--- src/rtl/bitonic_sort_ctrl_if.sv ---
// Handshake and frame buses between the bitonic sort controller and its neighbours.
// The controller connects through the slave modport; the stream source/sink and sorter use master.
// Widths follow the controller's WIDTH/DEPTH so the flat frame buses line up.
interface bitonic_sort_ctrl_if #(
  parameter int WIDTH = 32,
  parameter int DEPTH = 8
);
  logic                   in_valid;
  logic                   in_ready;
  logic [WIDTH-1:0]       in_data;
  logic                   in_last;
  logic                   sort_valid_in;
  logic [WIDTH*DEPTH-1:0] sort_seq_in;
  logic                   sort_valid_out;
  logic [WIDTH*DEPTH-1:0] sort_seq_out;
  logic                   out_valid;
  logic                   out_ready;
  logic [WIDTH-1:0]       out_data;
  logic                   out_last;
  logic                   busy;
  logic                   err;

  modport master (
    output in_valid, in_data, in_last, sort_valid_out, sort_seq_out, out_ready,
    input  in_ready, sort_valid_in, sort_seq_in, out_valid, out_data, out_last, busy, err
  );

  modport slave (
    input  in_valid, in_data, in_last, sort_valid_out, sort_seq_out, out_ready,
    output in_ready, sort_valid_in, sort_seq_in, out_valid, out_data, out_last, busy, err
  );
endinterface

--- src/rtl/bitonic_sort_ctrl.sv ---
// Stream-to-frame controller for a pipelined bitonic sorter: fills a DEPTH-word frame
// (padded so short frames sort pads to the tail), launches it, captures the result and
// drains the real words in order. Optional macro BITONIC_CTRL_TIMEOUT_EN adds a sorter timeout.
module bitonic_sort_ctrl #(
  parameter int DEPTH    = 8,
  parameter int WIDTH    = 32,
  parameter int DIR      = 1,
  parameter int SORT_LAT = 12,
  parameter int TO_SLACK = 4
) (
  input logic clk,
  input logic rst,
  bitonic_sort_ctrl_if.slave bus
);
  localparam int CW = $clog2(DEPTH + 1);
  localparam int IW = $clog2(DEPTH);
  localparam logic [WIDTH-1:0] PAD = (DIR != 0) ? {WIDTH{1'b1}} : {WIDTH{1'b0}};

  localparam logic [0:0] I_FILL  = 1'b0;
  localparam logic [0:0] I_PEND  = 1'b1;
  localparam logic [1:0] O_IDLE  = 2'd0;
  localparam logic [1:0] O_WAIT  = 2'd1;
  localparam logic [1:0] O_DRAIN = 2'd2;

`ifdef BITONIC_CTRL_TIMEOUT_EN
  localparam int TO_MAX = SORT_LAT + TO_SLACK;
  localparam int TW = $clog2(TO_MAX + 1);
  logic [TW-1:0] tmo;
`endif

  logic [0:0]       istate;
  logic [1:0]       ostate;
  logic [CW-1:0]    cnt;
  logic [CW-1:0]    rd;
  logic [CW-1:0]    n_out;
  logic [WIDTH-1:0] fbuf [DEPTH];
  logic [WIDTH-1:0] obuf [DEPTH];
  logic             err_q;
  logic             rdy_en;
  logic             launch;
  logic             accept;
  logic             last_word;
  logic [WIDTH*DEPTH-1:0] seq_flat;

  // Launch happens when a complete frame waits and the output side is free.
  assign launch    = (istate == I_PEND) && (ostate == O_IDLE);
  assign accept    = rdy_en && (istate == I_FILL) && bus.in_valid;
  assign last_word = (rd == n_out - CW'(1));

  assign bus.in_ready      = rdy_en && (istate == I_FILL);
  assign bus.sort_valid_in = launch;
  assign bus.sort_seq_in   = seq_flat;
  assign bus.out_valid     = (ostate == O_DRAIN);
  assign bus.out_data      = (ostate == O_DRAIN) ? obuf[rd[IW-1:0]] : '0;
  assign bus.out_last      = (ostate == O_DRAIN) && last_word;
  assign bus.busy          = (ostate != O_IDLE) || launch;
  assign bus.err           = err_q;

  // Frame bus is only driven during the launch pulse; pad slots already hold PAD.
  always_comb begin
    seq_flat = '0;
    if (launch) begin
      for (int i = 0; i < DEPTH; i++) seq_flat[i*WIDTH +: WIDTH] = fbuf[i];
    end
  end

  // Keeps in_ready low while reset is applied and releases it one cycle after.
  always_ff @(posedge clk or posedge rst) begin
    if (rst) rdy_en <= 1'b0;
    else     rdy_en <= 1'b1;
  end

  // Input FSM: accept words into the fill buffer, hold the frame until launch, then re-pad.
  always_ff @(posedge clk or posedge rst) begin
    if (rst) begin
      istate <= I_FILL;
      cnt    <= '0;
      for (int i = 0; i < DEPTH; i++) fbuf[i] <= PAD;
    end else if (launch) begin
      istate <= I_FILL;
      cnt    <= '0;
      for (int i = 0; i < DEPTH; i++) fbuf[i] <= PAD;
    end else if (accept) begin
      fbuf[cnt[IW-1:0]] <= bus.in_data;
      cnt               <= cnt + CW'(1);
      if (bus.in_last || (cnt == CW'(DEPTH - 1))) istate <= I_PEND;
    end
  end

  // Output FSM: wait for the sorter result, capture it, drain only the real words.
  always_ff @(posedge clk or posedge rst) begin
    if (rst) begin
      ostate <= O_IDLE;
      rd     <= '0;
      n_out  <= '0;
      err_q  <= 1'b0;
      for (int i = 0; i < DEPTH; i++) obuf[i] <= '0;
`ifdef BITONIC_CTRL_TIMEOUT_EN
      tmo    <= '0;
`endif
    end else begin
      case (ostate)
        O_IDLE: begin
          if (bus.sort_valid_out) err_q <= 1'b1;
          if (launch) begin
            ostate <= O_WAIT;
            n_out  <= cnt;
            rd     <= '0;
`ifdef BITONIC_CTRL_TIMEOUT_EN
            tmo    <= '0;
`endif
          end
        end
        O_WAIT: begin
          if (bus.sort_valid_out) begin
            for (int i = 0; i < DEPTH; i++) obuf[i] <= bus.sort_seq_out[i*WIDTH +: WIDTH];
            rd     <= '0;
            ostate <= O_DRAIN;
          end
`ifdef BITONIC_CTRL_TIMEOUT_EN
          // Sorter never answered: flag it and drop the frame without output.
          else if (tmo == TW'(TO_MAX - 1)) begin
            err_q  <= 1'b1;
            ostate <= O_IDLE;
          end else begin
            tmo <= tmo + TW'(1);
          end
`endif
        end
        O_DRAIN: begin
          if (bus.sort_valid_out) err_q <= 1'b1;
          if (bus.out_ready) begin
            if (last_word) begin
              ostate <= O_IDLE;
              rd     <= '0;
            end else begin
              rd <= rd + CW'(1);
            end
          end
        end
        default: ostate <= O_IDLE;
      endcase
    end
  end
endmodule

--- src/flat_wrapper.sv ---
// flat-port wrapper written by rule: the top's interface ports become plain ports
module bitonic_sort_ctrl_flat 
#(
  parameter int DEPTH    = 8,
  parameter int WIDTH    = 32,
  parameter int DIR      = 1,
  parameter int SORT_LAT = 12,
  parameter int TO_SLACK = 4
)
  (clk, rst, bus_in_valid, bus_in_data, bus_in_last, bus_sort_valid_out, bus_sort_seq_out, bus_out_ready, bus_in_ready, bus_sort_valid_in, bus_sort_seq_in, bus_out_valid, bus_out_data, bus_out_last, bus_busy, bus_err);
  bitonic_sort_ctrl_if #(.WIDTH(WIDTH), .DEPTH(DEPTH)) bus_i ();
  input logic clk;
  input logic rst;
  input wire logic [$bits(bus_i.in_valid)-1:0] bus_in_valid;
  input wire logic [$bits(bus_i.in_data)-1:0] bus_in_data;
  input wire logic [$bits(bus_i.in_last)-1:0] bus_in_last;
  input wire logic [$bits(bus_i.sort_valid_out)-1:0] bus_sort_valid_out;
  input wire logic [$bits(bus_i.sort_seq_out)-1:0] bus_sort_seq_out;
  input wire logic [$bits(bus_i.out_ready)-1:0] bus_out_ready;
  output wire logic [$bits(bus_i.in_ready)-1:0] bus_in_ready;
  output wire logic [$bits(bus_i.sort_valid_in)-1:0] bus_sort_valid_in;
  output wire logic [$bits(bus_i.sort_seq_in)-1:0] bus_sort_seq_in;
  output wire logic [$bits(bus_i.out_valid)-1:0] bus_out_valid;
  output wire logic [$bits(bus_i.out_data)-1:0] bus_out_data;
  output wire logic [$bits(bus_i.out_last)-1:0] bus_out_last;
  output wire logic [$bits(bus_i.busy)-1:0] bus_busy;
  output wire logic [$bits(bus_i.err)-1:0] bus_err;
  assign bus_i.in_valid = bus_in_valid;
  assign bus_i.in_data = bus_in_data;
  assign bus_i.in_last = bus_in_last;
  assign bus_i.sort_valid_out = bus_sort_valid_out;
  assign bus_i.sort_seq_out = bus_sort_seq_out;
  assign bus_i.out_ready = bus_out_ready;
  assign bus_in_ready = bus_i.in_ready;
  assign bus_sort_valid_in = bus_i.sort_valid_in;
  assign bus_sort_seq_in = bus_i.sort_seq_in;
  assign bus_out_valid = bus_i.out_valid;
  assign bus_out_data = bus_i.out_data;
  assign bus_out_last = bus_i.out_last;
  assign bus_busy = bus_i.busy;
  assign bus_err = bus_i.err;
  bitonic_sort_ctrl #(.DEPTH(DEPTH), .WIDTH(WIDTH), .DIR(DIR), .SORT_LAT(SORT_LAT), .TO_SLACK(TO_SLACK)) u_core (.clk(clk), .rst(rst), .bus(bus_i));
endmodule
--- config.mk ---
export PLATFORM = sky130hd
export DESIGN_NAME = bitonic_sort_ctrl_flat
export DESIGN_NICKNAME = d
export VERILOG_FILES = /design/src/rtl/bitonic_sort_ctrl_if.sv /design/src/rtl/bitonic_sort_ctrl.sv /design/src/flat_wrapper.sv
export SDC_FILE = /design/constraint.sdc
export NUM_CORES = 1
export LEC_CHECK = 0
export CORE_MARGIN = 2
export CORE_UTILIZATION = 27
export CTS_CLUSTER_SIZE = 16
export DETAILED_ROUTE_END_ITERATION = 12
export DONT_BUFFER_PORTS = 1
export PLACE_DENSITY = 0.48
export SLEW_MARGIN = 5
export SYNTH_ARGS = -nofsm -noshare
export SYNTH_HDL_FRONTEND = slang
export SYNTH_SLANG_ARGS = --single-unit
--- constraint.sdc ---
create_clock -name clk -period 31.5 [get_ports clk]
set_input_delay 4.725 -clock clk [delete_from_list [all_inputs] [get_ports clk]]
set_output_delay 4.725 -clock clk [all_outputs]
set_load 0.05 [all_outputs]
; ---- Word level (Yosys, flattened, before mapping)
; Cells that the tools add are included.
[op_classes]
bitwise_logic = 3
n_reduce_logical = 19
magnitude_cmp = 3
eq_ne = 8
n_mux = 25
n_addsub = 3
[ops]
columns = op, count
row1 = $mux W256, 3
row2 = $bwmux W256, 1
row3 = $mux W32, 4
row4 = $bmux W32 S3, 1
row5 = $demux W32 S3, 1
row6 = $mux W4, 6
row7 = $pmux W4 S3, 1
row8 = $add A4 B1 Y4 const B, 2
row9 = $ge A4 B4 Y1 const B, 2
row10 = $mux W2, 4
row11 = $not A3 Y4, 2
row12 = $reduce_and A2 Y1, 4
row13 = $reduce_and A4 Y1, 2
row14 = $pmux W2 S3, 1
row15 = $reduce_bool A2 Y1, 3
row16 = $logic_and A1 B1 Y1, 5
row17 = $eq A4 B3 Y1 const B, 1
row18 = $eq A4 B4 Y1, 1
row19 = $lt A4 B1 Y1 const B, 1
row20 = $ne A2 B1 Y1 const B, 2
row21 = $ne A2 B2 Y1 const B, 2
row22 = $sub A4 B1 Y4 const B, 1
row23 = $mux W1, 3
row24 = $reduce_bool A3 Y1, 1
row25 = other kinds (6), 7
[totals]
register_bits = 529
word_cells = 84
out_inout_bits = 294

; ---- Longest topological paths before layout
[depth]
depth_word = 8
depth_mapped = 9
mapped_depth_nobuf = 6

; ---- Least setup slack after synthesis
; No wires, ideal clock.
[synth_path]
path_type = register to output
from = reg u_core.rd[0]
to = out bus_out_last
t_arrival_ps = 2107
path_buffers = 2
stages_incl_launch_ff = 6
path_slack_ps = 24668
required_time_ps = 26775
path_cell_list = dfrtp_1 > clkbuf_1 > buf_4 > xor2_1 > nand3_1 > nor3_1
[synth_via]
elab_chain_len = 2
[synth_lines]
columns = element, line
row1 = start: declaration, bitonic_sort_ctrl.sv:34  ; logic [CW-1:0] rd;
row2 = start signal: assignment, bitonic_sort_ctrl.sv:137  ; rd <= rd + CW'(1);
row3 = $eq A4 B4 Y1, bitonic_sort_ctrl.sv:48  ; assign last_word = (rd == n_out - CW'(1));
row4 = $logic_and A1 B1 Y1, bitonic_sort_ctrl.sv:55  ; assign bus.out_last = (ostate == O_DRAIN) && last_word;
row5 = end: declaration, flat_wrapper.sv:25  ; output wire logic [$bits(bus_i.out_last)-1:0] bus_out_last;
; No other way between the ends.

; ---- Worst setup path in the final report
[layout_path]
from = reg u_core.istate
to = out bus_sort_seq_in[73]
[layout_via]
elab_chain_len = 2
[layout_lines]
columns = element, line
row1 = start: declaration, bitonic_sort_ctrl.sv:31  ; logic [0:0] istate;
row2 = start signal: assignment, bitonic_sort_ctrl.sv:76  ; istate <= I_FILL;
row3 = start signal: assignment, bitonic_sort_ctrl.sv:80  ; istate <= I_FILL;
row4 = start signal: assignment, bitonic_sort_ctrl.sv:86  ; if (bus.in_last || (cnt == CW'(DEPTH - 1))) istate <= I_PEND;
row5 = $logic_and A1 B1 Y1, bitonic_sort_ctrl.sv:46  ; assign launch = (istate == I_PEND) && (ostate == O_IDLE);
row6 = net bus_sort_valid_in, flat_wrapper.sv:21  ; output wire logic [$bits(bus_i.sort_valid_in)-1:0] bus_sort_valid_in;
row7 = $mux W256, bitonic_sort_ctrl.sv:62  ; if (launch) begin
row8 = end: declaration, flat_wrapper.sv:22  ; output wire logic [$bits(bus_i.sort_seq_in)-1:0] bus_sort_seq_in;
; The timed path passes the listed nets, and every way through them passes these cells.

==> metrics <==
status=complete, no violations; #FFs+latches synth=529; Slew HR=0.2035; Via Count=15943; postcts setup bufs=0; CTS Hold Bufs=0; drt wl/cell=22.40 um; Hold WC Path Type=flip-flop to flip-flop; main flop type after synthesis=dfrtp_1; most frequent cell on the critical path=buf_4; CTS buffer count=59; static leakage=0.01160 uW; RSZ-0062 raised after global routing=no; Syn Nets=2522; Final Skew=0.01636 ns; largest net degree at the start of global routing=151; IO Port Bufs=0; post-synth top area cell=dfrtp_1; Critical Path RT=26.78 ns; Final GP Congestion=0.8007; CP arrival=3.70 ns; latest clock arrival within the worst-skew pair=0.62 ns; Synth warnings=0; die width=305.9 um; num rows=110; Max Fclk=118.7 MHz; final hold vios=0; Worst-path clk slew=0.06 ns; Yosys top cell area share=0.2777; Netlist cell types=44; CTS Root Cell=clkbuf_16; CTS tree=yes; Mean Syn Cell Area=11.06 um2; most common library cells after synthesis=nand2_1, dfrtp_1, and2_1, dfstp_2, mux2_2; worst path buffer plus inverter count=3; # nets final=2417; post-DP HPWL=51470 um; Post-synth EDFFs=0; setup violators final=0; Synth Instances=2225; fillers=9165; max cap viols=0; grt ovf=0; CP max stage delay=0.77 ns; CP Capture Type=output port; Setup crit start kind=flip-flop; die height=305.9 um; Area contributors post-synth=dfrtp_1, dfstp_2, mux2_2; Slew @ Worst Pin=1.192 ns; Post-synth ARST share=1.000; Max clock buf depth=3; initial DRC count=938; critical path's slowest cell=buf_4; initial core utilization=0.2729; Max IR drop VDD=0.00005162 V; fin. max-slew vios=0; first-pass GRT wire length=111600 um; Area growth syn-to-layout=11.79%; final worst setup slack=23.07 ns; number of global-route vias before repair=16548; Cell Pwr Density=120.7 mW/mm2; CP max FO=138; Critical Path, Cell by Cell=nand3b_1 > buf_4 > inv_8 > buf_4 > and2_1; WP depth=5; worst reg2reg path depth=5; Final ANT Viol Nets=0; final routed DRC violation total=0; io pins=588; Period minus WS final=8.427 ns; total global-route track usage=0.1574; Mapped Area=0.02460 mm2; final core occ=0.3051; initial antenna violation count=35; top-count cell post-synth=nand2_1; final worst-path cycle share=0.2675; Seq/Total Area, Yosys=0.5511; share of layout cells above drive strength 1=0.3313; post-CTS sizing=0; critical setup path kind=flip-flop to output port; Core Region=0.09015 mm2; worst hold path cell count=2; H-tree levels=2; pre-CTS WS=23.70 ns; WL final=75190 um; Setup TNS=0 ns; Via density=4.751; drt pass-1 iters=6; clk sink count=529; Total Die Area=0.09354 mm2; family with the most delay on the worst path=buffers and inverters
## state kept, by name, summed over array words and instances (netlist names)
register	count
u_core.istate	1
u_core.bus.err	1
u_core.ostate	2
u_core.n_out	4
u_core.fbuf	256
u_core.obuf	256
u_core.rd	4
u_core.rdy_en	1
u_core.cnt	4
## worst min-delay path, cell delays in order, from the launching register on
cell and delay (ns):
dfstp_2 0.36, nand2_1 0.04, o21ai_0 0.06
## metrics by stage
stage / total power, uW / area (um2) / std cells / hold slack [ns]
after global placement: 2622 / 25540 / 3235 / 0.4490
after CTS: 3364 / 27460 / 3340 / 0.4716
final: 3319 / 27500 / 3356 / 0.4703
after detailed placement: 2658 / 25540 / 3235 / 0.4630
after global routing: 3502 / 27480 / 3349 / 0.4886
after floorplan: 2425 / 24600 / 2225 / 0.4400
## area by class of cell
type | count | area (um2) | share of cell area
multi-input combinational | 1492 | 10220 | 0.3718
clock buffer | 84 | 1682 | 0.06115
tap | 1176 | 1471 | 0.05350
timing repair buffer | 29 | 230.2 | 0.008371
sequential | 529 | 13570 | 0.4933
clock inverter | 21 | 237.7 | 0.008644
antenna | 16 | 40.04 | 0.001456
inverter | 9 | 48.80 | 0.001774
## logic make-up (layout without fill, tap and decap cells)
kind of cell	count (synthesis)	in the layout	share of synthesized area
XOR/XNOR	7	7	0.003052
flip-flops	529	529	0.5511
other	1	17	0.0001524
AO/OA/AOI/OAI	49	49	0.01119
AND/OR/NAND/NOR	1078	1078	0.2073
buffers and inverters	204	143	0.03611
adder cells (fa/ha/maj)	3	3	0.001526
multiplexers	354	354	0.1896
## where the power goes
part           leakage [uW]  switching [uW]  internal, uW
Combinational       0.00473            1020           437
Clock              0.000934             287           402
Sequential          0.00594             168          1010
Total                0.0116            1480          1840
## per-layer routing
| metal | routed length, um | track usage | part of all wire | vias to the layer above |
|---|---|---|---|---|
| li1 | - | - | - | 7196 |
| met1 | 30820 | 0.1942 | 0.41 | 8000 |
| met2 | 35720 | 0.2599 | 0.48 | 576 |
| met3 | 6925 | 0.05869 | 0.092 | 137 |
| met4 | 1508 | 0.03826 | 0.020 | 34 |
| met5 | 219 | 0 | 0.0029 | - |
## cell usage in the layout (no fill, tap or decap), types with 3 or more instances in the layout
cell | Yosys | routed
xor2_1 | 3 | 3
nand2_1 | 498 | 497
o21ai_0 | 33 | 33
buf_4 | 1 | 28
inv_1 | 7 | 6
and2_1 | 256 | 256
nor2_1 | 70 | 68
mux4_2 | 64 | 64
xnor2_1 | 3 | 3
nand3b_1 | 5 | 5
mux2_2 | 256 | 256
nor3b_4 | 0 | 4
clkbuf_8 | 0 | 9
ha_1 | 3 | 3
clkbuf_16 | 0 | 60
diode_2 | 0 | 16
nand3_1 | 228 | 226
dfrtp_1 | 273 | 270
clkinvlp_4 | 0 | 4
nor3_1 | 5 | 3
dfstp_2 | 256 | 256
o21ai_1 | 4 | 4
clkbuf_1 | 90 | 15
mux2i_1 | 34 | 34
clkinv_2 | 0 | 9
bufinv_16 | 0 | 4
## path summary, 6_finish.rpt
| path | endpoint | slack [ns] | from |
|---|---|---|---|
| setup reg to reg | u_core.obuf[70]$_DFFE_PP0P_ | 28.03 | u_core.ostate[1]$_DFFE_PP0P_ |
| setup / recovery | bus_sort_seq_in[73] | 23.07 | u_core.istate$_DFFE_PP0P_ |
| max in group asynchronous | u_core.fbuf[171]$_DFFE_PP1P_ | 25.17 | rst |
| min in group asynchronous | u_core.obuf[228]$_DFFE_PP0P_ | 4.06 | rst |
| hold / removal | u_core.fbuf[233]$_DFFE_PP1P_ | 0.47 | u_core.fbuf[233]$_DFFE_PP1P_ |
| hold reg to reg | u_core.fbuf[233]$_DFFE_PP1P_ | 0.47 | u_core.fbuf[233]$_DFFE_PP1P_ |
No activity file was read; power rests on OpenSTA's default activity.
